## src/rtl/mem_port_arbiter.sv

```systemverilog
// Shares one unified memory port between the CPU and an external loader/debug master.
// One transaction in flight; round-robin arbitration unless the external master holds the lock.
module mem_port_arbiter #(
    parameter int ADDR_W  = 32,
    parameter int DATA_W  = 32,
    parameter int MEM_LAT = 1
) (
    input  logic              clk,
    input  logic              reset,

    input  logic              cpu_req,
    input  logic              cpu_we,
    input  logic [ADDR_W-1:0] cpu_addr,
    input  logic [DATA_W-1:0] cpu_wdata,
    output logic              cpu_gnt,
    output logic              cpu_done,
    output logic [DATA_W-1:0] cpu_rdata,
    output logic              cpu_stall,

    input  logic              ext_req,
    input  logic              ext_we,
    input  logic [ADDR_W-1:0] ext_addr,
    input  logic [DATA_W-1:0] ext_wdata,
    output logic              ext_gnt,
    output logic              ext_done,
    output logic [DATA_W-1:0] ext_rdata,
    input  logic              ext_lock,

    output logic              mem_en,
    output logic              mem_we,
    output logic [ADDR_W-1:0] mem_addr,
    output logic [DATA_W-1:0] mem_wdata,
    input  logic [DATA_W-1:0] mem_rdata
);

    localparam logic [1:0] ST_IDLE  = 2'd0;
    localparam logic [1:0] ST_ISSUE = 2'd1;
    localparam logic [1:0] ST_WAIT  = 2'd2;
    localparam logic [1:0] ST_DONE  = 2'd3;
    // state | meaning
    // IDLE  | nothing in flight, arbitrate    ISSUE | mem_en + grant pulse
    // WAIT  | read latency count               DONE  | done pulse, arbitrate again

    localparam logic OWN_CPU = 1'b0;
    localparam logic OWN_EXT = 1'b1;

    localparam int CNT_W = 2;

    logic [1:0]        state_q, state_d;
    logic              owner_q, owner_d;
    logic              last_owner_q, last_owner_d;
    logic              we_q, we_d;
    logic [ADDR_W-1:0] addr_q, addr_d;
    logic [DATA_W-1:0] wdata_q, wdata_d;
    logic [CNT_W-1:0]  cnt_q, cnt_d;
    logic [DATA_W-1:0] cpu_rdata_q, cpu_rdata_d;
    logic [DATA_W-1:0] ext_rdata_q, ext_rdata_d;

    logic cpu_elig;
    logic ext_elig;
    logic grant_valid;
    logic grant_owner;

    assign cpu_elig    = cpu_req & ~ext_lock;
    assign ext_elig    = ext_req;
    assign grant_valid = cpu_elig | ext_elig;
    // On a tie the requester not served last wins; otherwise the only eligible one.
    assign grant_owner = (cpu_elig & ext_elig) ? ~last_owner_q : ext_elig;

    always_comb begin
        state_d      = state_q;
        owner_d      = owner_q;
        last_owner_d = last_owner_q;
        we_d         = we_q;
        addr_d       = addr_q;
        wdata_d      = wdata_q;
        cnt_d        = cnt_q;
        cpu_rdata_d  = cpu_rdata_q;
        ext_rdata_d  = ext_rdata_q;

        case (state_q)
            ST_IDLE, ST_DONE: begin
                if (grant_valid) begin
                    state_d      = ST_ISSUE;
                    owner_d      = grant_owner;
                    last_owner_d = grant_owner;
                    if (grant_owner == OWN_EXT) begin
                        we_d    = ext_we;
                        addr_d  = ext_addr;
                        wdata_d = ext_wdata;
                    end else begin
                        we_d    = cpu_we;
                        addr_d  = cpu_addr;
                        wdata_d = cpu_wdata;
                    end
                end else begin
                    state_d = ST_IDLE;
                end
            end

            ST_ISSUE: begin
                if (we_q) begin
                    state_d = ST_DONE;
                end else begin
                    state_d = ST_WAIT;
                    cnt_d   = CNT_W'(MEM_LAT - 1);
                end
            end

            ST_WAIT: begin
                if (cnt_q == '0) begin
                    state_d = ST_DONE;
                    if (owner_q == OWN_EXT) begin
                        ext_rdata_d = mem_rdata;
                    end else begin
                        cpu_rdata_d = mem_rdata;
                    end
                end else begin
                    cnt_d = cnt_q - 2'd1;
                end
            end

            default: begin
                state_d = ST_IDLE;
            end
        endcase
    end

    always_ff @(posedge clk) begin
        if (!reset) begin
            state_q      <= ST_IDLE;
            owner_q      <= OWN_CPU;
            last_owner_q <= OWN_EXT;
            we_q         <= 1'b0;
            addr_q       <= '0;
            wdata_q      <= '0;
            cnt_q        <= '0;
            cpu_rdata_q  <= '0;
            ext_rdata_q  <= '0;
        end else begin
            state_q      <= state_d;
            owner_q      <= owner_d;
            last_owner_q <= last_owner_d;
            we_q         <= we_d;
            addr_q       <= addr_d;
            wdata_q      <= wdata_d;
            cnt_q        <= cnt_d;
            cpu_rdata_q  <= cpu_rdata_d;
            ext_rdata_q  <= ext_rdata_d;
        end
    end

    assign mem_en    = (state_q == ST_ISSUE);
    assign mem_we    = mem_en & we_q;
    assign mem_addr  = addr_q;
    assign mem_wdata = wdata_q;

    assign cpu_gnt   = mem_en & (owner_q == OWN_CPU);
    assign ext_gnt   = mem_en & (owner_q == OWN_EXT);
    assign cpu_done  = (state_q == ST_DONE) & (owner_q == OWN_CPU);
    assign ext_done  = (state_q == ST_DONE) & (owner_q == OWN_EXT);
    assign cpu_rdata = cpu_rdata_q;
    assign ext_rdata = ext_rdata_q;

    // Stall covers the request phase and the outstanding phase, released in the done cycle.
    assign cpu_stall = (cpu_req | ((state_q != ST_IDLE) & (owner_q == OWN_CPU))) & ~cpu_done;

endmodule
```

## config.mk

```make
export PLATFORM = sky130hd
export DESIGN_NAME = mem_port_arbiter
export DESIGN_NICKNAME = d
export VERILOG_FILES = /design/src/rtl/mem_port_arbiter.sv
export SDC_FILE = /design/constraint.sdc
export NUM_CORES = 1
export LEC_CHECK = 0
export BUFFER_PORTS_ARGS = -buffer_cell sky130_fd_sc_hd__buf_2
export CORE_ASPECT_RATIO = 1.5
export CORE_MARGIN = 2
export CORE_UTILIZATION = 30
export DETAILED_ROUTE_END_ITERATION = 7
export GPL_TIMING_DRIVEN = 0
export PLACE_DENSITY = 0.67
export SETUP_SLACK_MARGIN = 0.05
export SYNTH_ARGS = -nofsm -noshare
export SYNTH_HDL_FRONTEND = slang
export SYNTH_SLANG_ARGS = --single-unit
```

## constraint.sdc

```tcl
create_clock -name clk -period 4.5 [get_ports clk]
set_input_delay 0.45 -clock clk [delete_from_list [all_inputs] [get_ports clk]]
set_output_delay 0.45 -clock clk [all_outputs]
set_load 0.01 [all_outputs]
```

==> impl_results.md <==
* Sum of negative setup slack at 0 ps
* Most common cell in the netlist: nand2_1
* WL per Instance at 14.95 um
* Max incr delay on CP at 380 ps
* Height of the die at 167.1 um
* Post-CTS Hold Buffers at 0
* Count of cell types in the netlist at 29
* Fin area at 7662 um2
* Initial Util at 30.67%
* Syn nets at 867
* Crit path cell chain: inv_1 -> ha_1 -> nand2_1 -> inv_1 -> buf_2
* Hpwl dp at 14410 um
* H-tree levels at 4
* Reg2Reg Setup Slack at 2620 ps
* Die Wd at 112.7 um
* Antenna Cells at 0
* Setup CP Type: reg2out
* Slew Limit Fails at 0
* First-pass GRT wire length at 29040 um
* Row cnt at 59
* FF-to-FF path depth at 7
* FF+latch count, synth at 135
* WP buf/inv at 3
* PwrDens at 602.7 nW/um2
* TritonCTS clock tree: done
* Skew-Pair Late Insertion Delay at 410 ps
* Layout cell share with drive strength beyond 1 at 36.22%
* Count of clock tree sinks at 135
* Initial DRC count at 212
* Area of the multi-input gates at 2308 um2
* Full die area at 18840 um2
* Syn_area_per_cell at 7.666 um2
* F_max at 0.5264 GHz
* Fill count at 1821
* Remaining DRCs at 0
* Status: finished clean
* Placed Area at 7093 um2
* Register area share after synthesis at 50.80%
* Crit. Startpoint: state_q[1]
* Area Growth Syn to Fin at 44.03%
* Critical Path Source Type: register
* EDFF count, synth at 0
* I/O Pins at 302
* FF/Latch Area at 2703 um2
* Final wirelength at 18530 um
* Max-Slew Margin vs Limit at 62.52%
* Max Cap Viol at 0
* # port buffers at 301
* Clk buf depth at 2
* Fin crit share at 42.21%
* Crit end category: output pin
* Post_cts resized at 0
* Worst path most repeated cell: inv_1
* Design Power at 4.618 mW
* Post-synth top cells: nand2_1, dfxtp_1, a21oi_1
* Post-synth top area cell: dfxtp_1
* Endpoints failing hold at 0
* Routed vias at 5932
* Area contributors post-synth: dfxtp_1, nand2_1, a31oi_1, a21oi_1, o21ai_0
* Num CTS Buffers at 17
* Layout net count at 1187
* Final setup vio count at 0
* Synth Instances at 694
* Crit-path slowest cell: dfxtp_1
* Worst Hold Class: in2reg
* Tmin final at 1900 ps
* Routed Antenna Nets at 0
* CP required at 4050 ps
* Setup Skew at 10.85 ps
* Clock tree root driver cell: clkbuf_16
* Total grt overflow at 0
* CP Data Arrival Time at 1450 ps
* Final core utilization at 44.17%
* Fraction of synthesized cell area taken by the top area cell type at 50.80%
* Reg clk slew, reported paths at 70 ps
* Pre-Repair DR Iteration Count at 5
* Crit path to: mem_we
* Worst-path fanout max at 5
* Pin count of the biggest net entering global routing at 17
* Worst-margin pin slew at 562.3 ps
* Routed vias/inst at 4.784
* Async SR Flop Fraction at 0%
* Vias in the first global route at 5643
* Initial antenna violation count at 0
* Primary FF master, synth: dfxtp_1
* Cell Area, Synth at 5320 um2
* Leak Pwr at 3.665 nW
* Critical path depth at 5
* Top Family by Delay on Critical Path: flip-flops
* GRT Total Usage at 19.14%
* Placer Congestion at 0.8861
* Placeable Area at 17350 um2
* Reg-to-Reg End: mem_wdata[21]
* Final hold slack at 289.8 ps
* R2r startpoint: state_q[0]
* Post CTS Setup Buffer Count at 0
* Peak supply drop at 0.3441 mV
* RSZ-0062 raised after global routing: false
* Ys Warns at 0
==> worst min-delay path by stage <==
stage	cells after the start	start	end
detailed placement	2	ext_rdata[11]	ext_rdata[11]
CTS	3	mem_rdata[23]	cpu_rdata[23]
floorplan	2	cnt_q[1]	cnt_q[1]
global route	3	mem_rdata[23]	cpu_rdata[23]
global placement	2	cpu_rdata[19]	cpu_rdata[19]
finish	3	mem_rdata[13]	cpu_rdata[13]
==> layout make-up <==
cell class | instances | area share (%)
clock inverters | 14 | 1.829
multi-input cells | 496 | 30.13
flip-flops and latches | 135 | 35.27
clock buffers | 18 | 5.601
well taps | 213 | 3.478
inverters | 8 | 0.3919
repair buffers | 301 | 19.66
plain buffers | 55 | 3.641
==> placed cells by master (no fill, tap or decap), types with 3 or more instances in the layout <==
cell / Yosys / routed
nor3_1: 3 / 3
a21oi_1: 65 / 65
inv_6: 0 / 5
dfxtp_1: 135 / 135
and2_1: 3 / 3
nand2_1: 261 / 261
o21ai_1: 28 / 28
clkbuf_1: 19 / 20
a31oi_1: 64 / 64
inv_1: 6 / 6
clkinvlp_4: 0 / 4
o21ai_0: 39 / 39
nor2_1: 9 / 9
clkbuf_16: 0 / 17
ha_1: 6 / 6
buf_2: 30 / 331
buf_6: 4 / 4
nand3_1: 5 / 5
==> metrics by stage <==
stage	setup slack (ps)	std cells
after detailed placement	2611	1208
after floorplan	2929	694
after CTS	2573	1240
final	2600	1240
after global placement	2606	1208
after global routing	2441	1240
==> tightest hold or removal path, cell delays in order <==
cell	delay (ps)
buf_2	110
nand2_1	50
a21oi_1	50
==> flip-flops by register name, summed over array words and instances, names as in the netlist <==
register and flops:
cpu_rdata 32, cnt_q 2, state_q 2, ext_rdata 32, owner_q 1, we_q 1, mem_addr 32, last_owner_q 1
mem_wdata 32
==> power breakdown <==
group          switching (mW)  leakage, nW  total, mW  internal [mW]
registers               0.172         1.11       1.69           1.52
clock network           0.578        0.268       1.36          0.777
logic                   0.964         2.29       1.57          0.606
total                    1.71         3.66       4.62           2.90
==> kinds of logic (layout without fill, tap and decap cells) <==
group | count (synthesis) | after routing | synth area share [%]
fa+ha+maj | 6 | 6 | 1.411
buf+inv | 63 | 396 | 5.809
compound gates | 200 | 200 | 20.60
flops | 135 | 135 | 50.80
simple gates | 288 | 288 | 21.00
mux | 2 | 2 | 0.3763
==> per-layer routing <==
layer	global-route usage, %	wire length [um]	vias up	part of all wire [%]
met5	0	0	-	0
li1	-	-	2973	-
met1	21.74	7208	2709	39
met2	34.70	9803	217	53
met3	4.198	1011	33	5.5
met4	7.052	509	0	2.7
Note: power is estimated with default switching activity, not from simulation.
